==> src/rtl/mul_div_seq.sv <==
// Multi-cycle signed MUL (Booth radix-2) / DIV (non-restoring on magnitudes) sequencer.
// Optional MD_DIV0_FLAG_EN adds the dz divide-by-zero flag port.
module mul_div_seq #(
    parameter int unsigned WIDTH   = 32,
    parameter logic [4:0]  MUL_SEL = 5'b01010,
    parameter logic [4:0]  DIV_SEL = 5'b01011
) (
    input  logic               clock,
    input  logic               clear,
    input  logic               start,
    input  logic [4:0]         select,
    input  logic [WIDTH-1:0]   A,
    input  logic [WIDTH-1:0]   B,
    output logic               busy,
    output logic               done,
    output logic [2*WIDTH-1:0] Z
`ifdef MD_DIV0_FLAG_EN
    ,
    output logic               dz
`endif
);

    localparam int unsigned CW = $clog2(WIDTH);

    typedef enum logic [1:0] {StIdle, StRun, StFix, StDone} state_e;

    state_e           state;
    logic             op_div;
    logic [WIDTH-1:0] a_q;
    logic [WIDTH-1:0] b_q;
    logic [WIDTH-1:0] q_q;
    logic [WIDTH+1:0] acc_q;
    logic             qm1_q;
    logic [CW-1:0]    cnt;

    logic             accept;
    logic [WIDTH-1:0] a_in_mag;
    logic [WIDTH:0]   b_mag;
    logic [WIDTH+1:0] mcand;
    logic [WIDTH+1:0] booth_sum;
    logic [WIDTH+1:0] div_shift;
    logic [WIDTH+1:0] div_next;
    logic [WIDTH-1:0] rem_mag;
    logic [WIDTH-1:0] quo;
    logic [WIDTH-1:0] rem;
    logic [2*WIDTH-1:0] fix_z;

    assign accept = start && (select == MUL_SEL || select == DIV_SEL);

    always_comb begin
        // Negating 0x80000000 wraps to itself, which reads correctly as unsigned 2^31.
        a_in_mag = A[WIDTH-1] ? -A : A;
        b_mag    = b_q[WIDTH-1] ? -{1'b1, b_q} : {1'b0, b_q};
        mcand    = {{2{a_q[WIDTH-1]}}, a_q};

        case ({q_q[0], qm1_q})
            2'b01:   booth_sum = acc_q + mcand;
            2'b10:   booth_sum = acc_q - mcand;
            default: booth_sum = acc_q;
        endcase

        // Partial remainder fits in WIDTH+1 signed bits before the shift.
        div_shift = {acc_q[WIDTH:0], q_q[WIDTH-1]};
        div_next  = acc_q[WIDTH+1] ? div_shift + {1'b0, b_mag} : div_shift - {1'b0, b_mag};

        rem_mag = acc_q[WIDTH-1:0] + (acc_q[WIDTH+1] ? b_mag[WIDTH-1:0] : '0);
        quo     = (a_q[WIDTH-1] ^ b_q[WIDTH-1]) ? -q_q : q_q;
        rem     = a_q[WIDTH-1] ? -rem_mag : rem_mag;

        if (!op_div) begin
            fix_z = {acc_q[WIDTH-1:0], q_q};
        end else if (b_q == '0) begin
            fix_z = {a_q, {WIDTH{1'b1}}};
        end else begin
            fix_z = {rem, quo};
        end
    end

    always_ff @(posedge clock) begin
        if (clear) begin
            state  <= StIdle;
            busy   <= 1'b0;
            done   <= 1'b0;
            Z      <= '0;
            cnt    <= '0;
            op_div <= 1'b0;
            a_q    <= '0;
            b_q    <= '0;
            q_q    <= '0;
            acc_q  <= '0;
            qm1_q  <= 1'b0;
`ifdef MD_DIV0_FLAG_EN
            dz     <= 1'b0;
`endif
        end else begin
            case (state)
                StIdle: begin
                    done <= 1'b0;
                    if (accept) begin
                        op_div <= (select == DIV_SEL);
                        a_q    <= A;
                        b_q    <= B;
                        q_q    <= (select == DIV_SEL) ? a_in_mag : B;
                        acc_q  <= '0;
                        qm1_q  <= 1'b0;
                        cnt    <= CW'(WIDTH - 1);
                        busy   <= 1'b1;
                        state  <= StRun;
`ifdef MD_DIV0_FLAG_EN
                        dz     <= 1'b0;
`endif
                    end
                end
                StRun: begin
                    if (op_div) begin
                        acc_q <= div_next;
                        q_q   <= {q_q[WIDTH-2:0], ~div_next[WIDTH+1]};
                    end else begin
                        acc_q <= {booth_sum[WIDTH+1], booth_sum[WIDTH+1:1]};
                        q_q   <= {booth_sum[0], q_q[WIDTH-1:1]};
                        qm1_q <= q_q[0];
                    end
                    if (cnt == '0) begin
                        state <= StFix;
                    end else begin
                        cnt <= cnt - 1'b1;
                    end
                end
                StFix: begin
                    Z     <= fix_z;
                    busy  <= 1'b0;
                    done  <= 1'b1;
                    state <= StDone;
`ifdef MD_DIV0_FLAG_EN
                    dz    <= op_div && (b_q == '0);
`endif
                end
                default: begin
                    done  <= 1'b0;
                    state <= StIdle;
                end
            endcase
        end
    end

endmodule

==> config.mk <==
export PLATFORM = sky130hd
export DESIGN_NAME = mul_div_seq
export DESIGN_NICKNAME = d
export VERILOG_FILES = /design/src/rtl/mul_div_seq.sv
export SDC_FILE = /design/constraint.sdc
export NUM_CORES = 1
export LEC_CHECK = 0
export ABC_CLOCK_PERIOD_IN_PS = 5710
export BUFFER_PORTS_ARGS = -buffer_cell sky130_fd_sc_hd__buf_2
export CAP_MARGIN = 20
export CORE_UTILIZATION = 31
export DETAILED_ROUTE_END_ITERATION = 12
export SYNTH_ARGS = -nofsm -noshare
export SYNTH_HDL_FRONTEND = slang
export SYNTH_SLANG_ARGS = --single-unit
==> constraint.sdc <==
create_clock -name clock -period 5.71 [get_ports clock]
set_clock_uncertainty 0.05 [all_clocks]
set_input_delay 0.2855 -clock clock [delete_from_list [all_inputs] [get_ports clock]]
set_output_delay 0.2855 -clock clock [all_outputs]
set_load 0.1 [all_outputs]
== After elaboration in Yosys (flattened, before gate mapping) ==
Index checks and enable logic that the tools add are counted.

* Add/subtract/negate cells: 10
* Multiply operators: 0
* Divide/modulo/power cells: 0
* Magnitude comparators: 0
* Eq/ne operators: 10
* Shift-type cells: 0
* Mux-type cells: 28
* Bitwise operators: 2
* Reductions and logical operators: 13

{| class="wikitable"
|+ Operators by type and width
! operator !! count
|-
| $mux 32 || 7
|-
| $pmux 34 s2 || 2
|-
| $mux 64 || 2
|-
| $mux 34 || 3
|-
| $neg 32->32 || 3
|-
| $pmux 32 s2 || 1
|-
| $add 34x33->34 || 1
|-
| $add 34x34->34 || 1
|-
| $sub 34x33->34 || 1
|-
| $sub 34x34->34 || 1
|-
| $mux 33 || 1
|-
| $neg 33->33 || 1
|-
| $add 32x32->32 || 1
|-
| $logic_not 32->1 || 1
|-
| $eq 5x4->1 const B || 2
|-
| $mux 5 || 2
|-
| $pmux 5 s2 || 1
|-
| $ne 2x2->1 const B || 4
|-
| $reduce_and 2->1 || 4
|-
| $pmux 1 s2 || 3
|-
| $pmux 2 s3 || 1
|-
| $reduce_and 3->1 || 2
|-
| $logic_not 5->1 || 1
|-
| $sub 5x1->5 const B || 1
|-
| other kinds (10) || 16
|}

* Register bits after elaboration: 205
* Latch bits: 0
* RAM bits: 0
* Memory bits (read-only): 0
* Input port bits: 72
* Output and inout bits: 66
* Logic and storage cells: 74
* Memories: 0

== Longest topological paths before layout ==
Gate-level depths: netlist of the first run.

* Depth in word-level cells: 8
* Gate-level depth with buffers: 25
* Depth with buffers taken out: 23

== Worst setup path after synthesis of the first run ==
OpenSTA, ideal clock, no wires.

* Path type: reg-to-reg
* Start: reg b_q[31]
* End: reg acc_q[31]
* Setup time: 0.133 ns
* Arrival: 5.187 ns
* Data required time: 5.527 ns
* Slack: 0.339 ns
* Cell stages (with the launch flop): 26
* Path buffers: 4
* Period minus slack after synthesis: 5.371 ns
* Path through: dfxtp_1 -> clkbuf_1 -> buf_1 -> clkbuf_1 -> clkbuf_1 -> mux2i_1 -> ha_1 -> nand2_1 -> nor2_1 -> and2_1 -> and3_1 -> and2_1 -> nor2_1 -> xnor2_1 -> ha_1 -> a21oi_1 -> o21ai_0 -> a2111oi_0 -> o21a_1 -> o21ai_0 -> a211o_1 -> nor3_1 -> nor2_1 -> xor2_1 -> a222oi_1 -> o21ai_0

* Cells in the longest elaborated chain, start to end: 6
* Elaborated cells on any way between the ends: 7
* Those cells by class: 3 x add/sub; 4 x mux

{| class="wikitable"
|+ RTL lines
! what !! line !! source
|-
| start: declaration || 30 || <nowiki>logic [WIDTH-1:0] b_q;</nowiki>
|-
| start signal: assignment || 88 || <nowiki>b_q <= '0;</nowiki>
|-
| start signal: assignment || 102 || <nowiki>b_q <= B;</nowiki>
|-
| $neg 33->33 || 53 || <nowiki>b_mag = b_q[WIDTH-1] ? -{1'b1, b_q} : {1'b0, b_q};</nowiki>
|-
| $mux 33 * || 53 ||
|-
| $sub 34x33->34 / $add 34x33->34 (equally long branches) || 64 || <nowiki>div_next = acc_q[WIDTH+1] ? div_shift + {1'b0, b_mag} : div_shift - {1'b0, b_mag};</nowiki>
|-
| $mux 34 * || 64 ||
|-
| $mux 34 * || 115 || <nowiki>if (op_div) begin</nowiki>
|-
| $pmux 34 s2 * || 96 || <nowiki>case (state)</nowiki>
|-
| end signal: assignment || 116 || <nowiki>acc_q <= div_next;</nowiki>
|-
| end signal: assignment || 119 || <nowiki>acc_q <= {booth_sum[WIDTH+1], booth_sum[WIDTH+1:1]};</nowiki>
|-
| end: declaration || 32 || <nowiki>logic [WIDTH+1:0] acc_q;</nowiki>
|}

Mark *: on every way between the ends. The rest lies on a longest branch, timed or not.
A chain may end at the register's enable or synchronous reset.

== Worst setup path in the final report of the first run ==
* Start: reg b_q[1]
* End: reg Z[61]

* Cells in the longest elaborated chain, start to end: 8
* Elaborated cells on any way between the ends: 9
* Those cells by class: 3 x add/sub; 5 x mux; 1 x reduce/logical

{| class="wikitable"
|+ RTL lines
! what !! line !! source
|-
| $neg 33->33 || 53 ||
|-
| $mux 33 || 53 ||
|-
| $mux 32 || 66 || <nowiki>rem_mag = acc_q[WIDTH-1:0] + (acc_q[WIDTH+1] ? b_mag[WIDTH-1:0] : '0);</nowiki>
|-
| $add 32x32->32 || 66 ||
|-
| $neg 32->32 || 68 || <nowiki>rem = a_q[WIDTH-1] ? -rem_mag : rem_mag;</nowiki>
|-
| $mux 32 || 68 ||
|-
| $mux 64 * || 72 || <nowiki>end else if (b_q == '0) begin</nowiki>
|-
| $mux 64 * || 70 || <nowiki>if (!op_div) begin</nowiki>
|-
| end signal: assignment || 130 || <nowiki>Z <= fix_z;</nowiki>
|-
| end: declaration || 16 || <nowiki>output logic [2*WIDTH-1:0] Z</nowiki>
|}

Marked as above.

==> impl_results.md, run 1 <==
* Final min period at 5.43 ns
* FF-to-FF setup slack at 0.28 ns
* Vias in the first global route at between 15000 and 20000
* Routability Congestion at between 0.9 and 1
* Max cap viols at 0
* Cells after DPL at 3441
* Synth Register Bits at a little over 200
* CTS Buffer Depth at 3
* Root Buffer: clkbuf_16
* Largest net degree at the start of global routing at 76
* PwrDens at 267 nW/um^2
* Worst Slack Setup Final at 0.281 ns
* Status: finished clean
* Synth async-reset ratio at 0
* Post-Syn Nets at 2808
* First-pass GRT wire length at 109 mm
* Met1 WL at approximately 34 mm
* Worst Setup EP: Z[61]
* Clock Sinks at approximately 210
* Slew margin rel. at 0.357
* Via count at 20100
* CP Max Fanout at 7
* Layout cells sized above 1 at 0.116
* Met3 WL at 4.82 mm
* Final worst path period share at 0.951
* Yosys warning count at 0
* Area of the mapped netlist at around 19000 sq um
* CP Depth at 20
* CP max-delay cell: or3b_1
* Worst setup EP type: flip-flop
* Die X-Extent at between 200 and 250 um
* Reg2Reg Capture Point: Z[61]
* Slew @ Worst Pin at 0.957 ns
* Avg Inst Size Synth at 7.22 sq um
* Wirelength, routed at between 70 and 80 mm
* Crit path max-delay family: simple AND/OR/NAND/NOR gates
* Nets at slightly below 3000
* I/O pins at approximately 140
* Core Area at just over 60000 sq um
* CP startpoint kind: flip-flop
* DRC errors left at 0
* Max Freq at 0.184 GHz
* Crit-path cells: buf_4 > inv_1 > ha_2 > nor4b_4 > nand2_1 > o21ai_0 > xor2_1 > nor2_1 > ha_1 > a21oi_1 > or3b_1 > o211a_1 > or3_1 > a222oi_1 > and3_1 > nand4b_1 > o41ai_2 > xnor2_1 > nand2_1 > a311oi_1
* H-tree depth at 1
* Gate count after technology mapping at between 2000 and 3000
* Final setup vio count at 0
* Via/cell ratio at ~5.7
* Worst Path Required at about 6 ns
* Total GRT Usage at 0.222
* Met2 routed WL at ~30 mm
* Die area at between 60000 and 70000 sq um
* Initial antenna violation count at 3
* Worst vdd ir at between 0.2 and 0.25 mV
* Initial core utilization at 0.314
* CP most frequent cell: nand2_1
* DP Worst Slack at approximately 0.12 ns
* Top Metal Used: met5
* CTS Buf Count at 27
* Gr ovfl total at 0
* Post-DP HPWL at 55.6 mm
* RSZ-0062 raised after global routing: false
* Final ANT Viol Nets at 0
* Fillers at around 6500
* Routed wire per std cell at 20.3 um
* Fin cells at around 3600
* Sum of buffers and inverters on the critical path at 2
* Clk_lat worst skew at 0.59 ns
* Post-synth EDFFs at 0
* Setup TNS at 0 ns
* Crit Path Category: flip-flop to flip-flop
* Synth-to-Final Area Change at 16.8%
* 1st-iter DRT viols at around 2000
* Reg2reg path depth at 20
* Share of the yosys chip area belonging to registers at 0.216
* Commonest register cell after synthesis: dfxtp_1
* CTS tree: yes
* I/O Buffers at around 140
* FF-to-FF Start: b_q[1]
* Lkg Pwr at around 8.6 nW
* Crit. Startpoint: b_q[1]
* Fin. max-slew vios at 0
* Final Hold Vio Count at 0
* CP arrival at between 5 and 6 ns
* Largest stage delay, worst path at 0.42 ns
* Drt pass-1 iters at 8
* Die H at 249 um
* Std cell rows at 90
* Synth unique cells at 90
* Worst Hold Class: primary input to flip-flop
* Clock slew at reported path FFs at 0.06 ns
[final cells by class]
class / instances / area, sq um / share of cell area
timing repair buffer: 271 / 1840 / 0.0829
inverter: 58 / 218 / 0.00983
tap: 782 / 978 / 0.0442
antenna: 3 / 7.51 / 0.000339
clock inverter: 14 / 173 / 0.00780
multi-input combinational: 2186 / 14100 / 0.636
clock buffer: 35 / 736 / 0.0332
sequential: 205 / 4110 / 0.185
[worst min-delay path by stage]
| stage | startpoint | to | slack (ns) | depth (start not counted) |
|---|---|---|---|---|
| floorplan | B[5] | b_q[5] | 0.37 | 2 |
| detailed placement | Z[40] | Z[40] | 0.41 | 2 |
| CTS | A[7] | a_q[7] | 0.001 | 3 |
| global route | A[22] | a_q[22] | 0.02 | 3 |
| global placement | b_q[31] | b_q[31] | 0.39 | 2 |
| finish | A[24] | a_q[24] | 0.01 | 3 |
[state kept, by name, indices dropped and copies added, names as in the netlist]
| register | count |
|---|---|
| cnt | 5 |
| state | 2 |
| acc_q | 34 |
| q_q | 32 |
| done | 1 |
| qm1_q | 1 |
| busy | 1 |
| op_div | 1 |
| Z | 64 |
| b_q | 32 |
| a_q | 32 |
[what timing repair did]
| item | CTS | global route |
|---|---|---|
| buffers inserted | 0 | 4 |
| hold buffers | 56 | 0 |
| endpoints found under the setup margin | 0 | 14 |
| resized for setup | 0 | 25 |
| hold endpoints to repair | 56 | 0 |
[worst register-to-register path, stage by stage, from the launching register on]
cell      delay [ns]
dfxtp_1         0.31
buf_4           0.15
inv_1           0.08
ha_2            0.23
nor4b_4         0.41
nand2_1         0.15
o21ai_0         0.23
xor2_1          0.28
nor2_1          0.16
ha_1            0.27
a21oi_1         0.25
or3b_1          0.42
o211a_1         0.29
or3_1           0.36
a222oi_1        0.33
and3_1          0.29
nand4b_1        0.21
o41ai_2         0.41
xnor2_1         0.15
nand2_1         0.07
a311oi_1        0.26
[power by group]
group | internal [W] | leakage, nW | switching [W]
sequential | 0.00152 | 1.65 | 0.000106
clock | 0.00105 | 0.444 | 0.000723
combinational | 0.000829 | 6.52 | 0.00169
[layout by cell type (no fill, tap or decap), drive strengths merged, types with 30 or more instances in the layout]
master / n
mux2i: 51
dlygate4sd3: 56
nand3: 37
dfxtp: 205
a21oi: 275
or3: 30
nor2: 304
o21ai: 136
a211oi: 124
xnor2: 143
a21o: 46
ha: 109
inv: 59
a31oi: 34
nand2: 304
nor3: 58
xor2: 111
buf: 215
clkbuf: 35
[through the flow]
step,hold WS [ns],area [sq um],total power (W),utilization
detailed placement,0.409,20500,0.00409,0.340
global route,0.0236,22100,0.00621,0.367
CTS,0.00113,22000,0.00591,0.364
global placement,0.394,20500,0.00410,0.340
finish,0.0145,22100,0.00592,0.367
floorplan,0.371,19000,0.00348,-
[synthesized netlist by cell type (46+ instances only)]
master / number / area (sq um)
a211oi_1: 124 / 931
a21o_1: 46 / 345
a21oi_1: 273 / 1370
clkbuf_1: 152 / 571
dfxtp_1: 205 / 4100
ha_1: 109 / 1360
inv_1: 57 / 214
mux2i_1: 51 / 510
nand2_1: 304 / 1140
nor2_1: 304 / 1140
nor3_1: 57 / 285
o21ai_0: 134 / 671
xnor2_1: 143 / 1250
xor2_1: 109 / 955
[metal layers]
| metal | up-vias | GRT usage |
|---|---|---|
| li1 | 9792 | - |
| met1 | 9486 | 0.323 |
| met5 | - | 0 |
| met2 | 755 | 0.340 |
| met4 | 2 | 0.0647 |
| met3 | 110 | 0.0269 |
[kinds of logic (layout without fill, tap and decap cells)]
group / count (synthesis) / after routing / share of synthesized area
adders and majority gates: 112 / 112 / 0.0751
and+or+nand+nor: 929 / 929 / 0.228
AOI/OAI and AO/OA: 838 / 838 / 0.286
other: 0 / 3 / 0
muxes: 53 / 53 / 0.0281
DFF: 205 / 205 / 0.216
xor gates and xnor gates: 254 / 254 / 0.118
buffers and inverters: 233 / 378 / 0.0475
Power figures use the tool's default switching activity.
==> run 2: changes to the inputs <==
- ABC_AREA: default -> 1
==> run 2 against run 1 <==
Net effect: sequential power up 15%; power up 42%; synthesized area up 5.4%; non-clock buffer count decreased by 55; combinational power is 87% higher; first-iteration DRC count rose by 1.4%; routed wire length grew 18%; worst setup slack better by 0.82 ns; utilization shrank 0.54 points; register-to-register slack improved by 0.82 ns; critical path type unchanged.
==> impl_results.md, run 2 <==
* Largest Register: Z (unchanged)
* Final Hold Vio Count at 0 (unchanged)
* Gate count after technology mapping at 3254 (was 2624)
* Setup TNS at 0 ns (unchanged)
* Slew margin rel. at 0.299 (was 0.357)
* CTS Buf Count at 26 (was 27)
* Routing usage on met1 at 0.343 (was 0.323)
* Post-cts sizing count at 0 (unchanged)
* Status: finished clean (unchanged)
* Fin. max-slew vios at 0 (unchanged)
* H-tree depth at 1 (unchanged)
* Die X-Extent at 256 um (was 249 um)
* Most common cell after layout, fill and taps aside: nand2_1 (unchanged)
* Largest net degree at the start of global routing at 107 (was 76)
* PwrDens at 367 nW/um^2 (was 267 nW/um^2)
* Reg2Reg Capture Point: acc_q[33] (was Z[61])
* Root Buffer: clkbuf_16 (unchanged)
* Avg Inst Size Synth at 6.14 sq um (was 7.22 sq um)
* Post-synth EDFFs at 0 (unchanged)
* CP arrival at 5.00 ns (was 5.87 ns)
* Met3 Usage GRT at 0.0279 (was 0.0269)
* Share of the yosys chip area belonging to registers at 0.205 (was 0.216)
* CP startpoint kind: flip-flop (unchanged)
* Die area at 65500 sq um (was 62100 sq um)
* DP Worst Slack at 1.19 ns (was 0.121 ns)
* Post-DP HPWL at 66.3 mm (was 55.6 mm)
* Max Freq at 0.217 GHz (was 0.184 GHz)
* Std cell rows at 92 (was 90)
* Synth unique cells at 56 (was 90)
* Worst setup EP type: flip-flop (unchanged)
* Clock slew at reported path FFs at 0.07 ns (was 0.06 ns)
* Share of the synthesized area in the top cell type at 0.205 (was 0.216)
* Fillers at 7043 (was 6477)
* Slew @ Worst Pin at 1.05 ns (was 0.957 ns)
* Final setup vio count at 0 (unchanged)
* DRC errors left at 0 (unchanged)
* Final ANT Viol Nets at 0 (unchanged)
* Clk_lat worst skew at 0.61 ns (was 0.59 ns)
* CP max-delay cell: dfxtp_1 (was or3b_1)
* CTS tree: yes (unchanged)
* I/O Buffers at 137 (unchanged)
* Drt pass-1 iters at 5 (was 8)
* Worst Hold Class: primary input to flip-flop (unchanged)
* Final min period at 4.61 ns (was 5.43 ns)
* Die H at 256 um (was 249 um)
* FF-to-FF Start: b_q[0] (was b_q[1])
* Hold path depth at 3 (unchanged)
* Area leader, netlist: dfxtp_1 (unchanged)
* Max cap viols at 0 (unchanged)
* HP Start: B[8] (was A[24])
* Largest register FFs at 64 (unchanged)
* Worst vdd ir at 0.353 mV (was 0.242 mV)
* Cells after DPL at 4139 (was 3441)
* Initial core utilization at 0.315 (was 0.314)
* Met2 GRT Util at 0.405 (was 0.340)
* Crit. Startpoint: b_q[0] (was b_q[1])
* Vias in the first global route at 21100 (was 18500)
* Routed wire per std cell at 20.0 um (was 20.3 um)
* Lkg Pwr at 10.8 nW (was 8.62 nW)
* Gr ovfl total at 0 (unchanged)
* 1st-iter DRT viols at 1996 (was 1968)
* Layout cells sized above 1 at 0.113 (was 0.116)
* Hold Path End: b_q[8] (was a_q[24])
* GRT busiest layer: met2 (unchanged)
* Synth async-reset ratio at 0 (unchanged)
* Crit path max-delay family: simple AND/OR/NAND/NOR gates (unchanged)
* N_diodes at 0 (was 3)
* Clock Sinks at 205 (unchanged)
* RSZ-0062 raised after global routing: false (unchanged)
* CP Max Fanout at 6 (was 7)
* Area of the mapped netlist at 20000 sq um (was 19000 sq um)
* First-pass GRT wire length at 128 mm (was 109 mm)
* Post-synth top cells: 599 x nand2_1, 430 x a21oi_1, 368 x inv_1 (was 304 x nand2_1, 304 x nor2_1, 273 x a21oi_1)
* Final worst path period share at 0.808 (was 0.951)
* Nets at 3555 (was 2933)
* Top-count cell post-synth: nand2_1
* Post-Syn Nets at 3438 (was 2808)
* Initial antenna violation count at 1 (was 3)
* Synth-to-Final Area Change at 14.6% (was 16.8%)
* Ranking of synthesized cells by area: dfxtp_1 21%, nand2_1 11%, a21oi_1 11% (was dfxtp_1 22%, a21oi_1 7.2%, ha_1 7.2%)
* Via count at 22600 (was 20100)
* Largest regs: Z x64, acc_q x34 (unchanged)
* Crit Path Category: flip-flop to flip-flop (unchanged)
* Commonest register cell after synthesis: dfxtp_1 (unchanged)
* CTS Buffer Depth at 3 (unchanged)
* Worst Path Required at 6.10 ns (was 6.15 ns)
* Sum of buffers and inverters on the critical path at 3 (was 2)
* Largest stage delay, worst path at 0.37 ns (was 0.42 ns)
* Routability Congestion at 1.02 (was 0.974)
* Wirelength, routed at 84.9 mm (was 72.0 mm)
* Fin cells at 4237 (was 3554)
* Yosys warning count at 0 (unchanged)
* Reg2reg path depth at 28 (was 20)
* Most frequent cells in the layout: 599 x nand2_1, 429 x a21oi_1, 367 x inv_1 (was 303 x nand2_1, 301 x nor2_1, 273 x a21oi_1)
* Total GRT Usage at 0.252 (was 0.222)
* Via/cell ratio at 5.34 (was 5.67)
* Synth Register Bits at 205 (unchanged)
* Core Area at 63300 sq um (was 60400 sq um)
* Worst Slack Setup Final at 1.10 ns (was 0.281 ns)
* FF-to-FF setup slack at 1.10 ns (was 0.28 ns)
* I/O pins at 138 (unchanged)
-- run 2: cell types whose count changed in the layout (fill, tap and decap cells not counted), moves of 32 or more --
cell / previous run / this run
a21o_1: 46 / 11
nand3_1: 36 / 149
buf_4: 77 / 28
inv_2: 1 / 33
a21oi_1: 273 / 429
mux2i_1: 51 / 0
a211oi_1: 123 / 7
xnor2_1: 143 / 21
inv_1: 57 / 367
nand2_1: 303 / 599
o21ai_0: 132 / 327
nand2_2: 1 / 36
-- run 2: routing by layer --
metal	vias to the layer above	share of wire
li1	11200	-
met5	-	0
met3	163	0.068
met2	832	0.44
met4	0	0.045
met1	10400	0.45
-- run 2: worst max-delay path by stage --
stage,end,slack [ns],cells after the start
2_1_floorplan,acc_q[30],1.91,30
3_3_place_gp,acc_q[33],1.25,31
3_5_place_dp,acc_q[33],1.19,28
4_1_cts,acc_q[33],1.14,28
5_1_grt,acc_q[30],0.61,30
6_report,acc_q[33],1.10,28
-- run 2: stage by stage --
stage	area (sq um)	hold WS [ns]	utilization	power, W
after floorplan	20000	0.363	-	0.00529
after global placement	21500	0.400	0.339	0.00654
after detailed placement	21500	0.406	0.339	0.00652
after CTS	22900	0.000368	0.362	0.00835
after global routing	22900	0.0315	0.362	0.00889
final	22900	0.0235	0.362	0.00839
-- run 2: area by class of cell --
type,count,area (sq um),area share
Clock buffer,32,713,0.0312
Clock inverter,16,194,0.00847
Inverter,405,1520,0.0665
Multi-Input combinational cell,2517,13900,0.606
Sequential cell,205,4110,0.179
Tap cell,846,1060,0.0462
Timing Repair Buffer,216,1420,0.0619
-- run 2: power breakdown --
part / total, W / leakage (nW) / internal [W] / switching [W]
logic: 0.00472 / 8.72 / 0.00122 / 0.00350
registers: 0.00188 / 1.67 / 0.00167 / 0.000212
clock network: 0.00180 / 0.450 / 0.00103 / 0.000766
total: 0.00839 / 10.8 / 0.00391 / 0.00448
-- run 2: cells by family after synthesis --
kind of cell	share of synthesized area
fa+ha+maj	0.0713
simple gates	0.291
xor+xnor	0.0722
flops	0.205
compound gates	0.259
buf+inv	0.101
-- run 2: worst register-to-register path: cells and delay by family (launching register included) --
kind,cells,cell delay [ns]
buf+inv,3,0.29
fa+ha+maj,3,0.78
xor+xnor,1,0.14
compound gates,7,1.13
simple gates,14,1.66
flops,1,0.37
-- run 2: repair_timing --
| action | 4_1_cts | 5_1_grt |
|---|---|---|
| setup buffers | 0 | 0 |
| hold endpoints to repair | 50 | 0 |
| hold buffers | 50 | 0 |
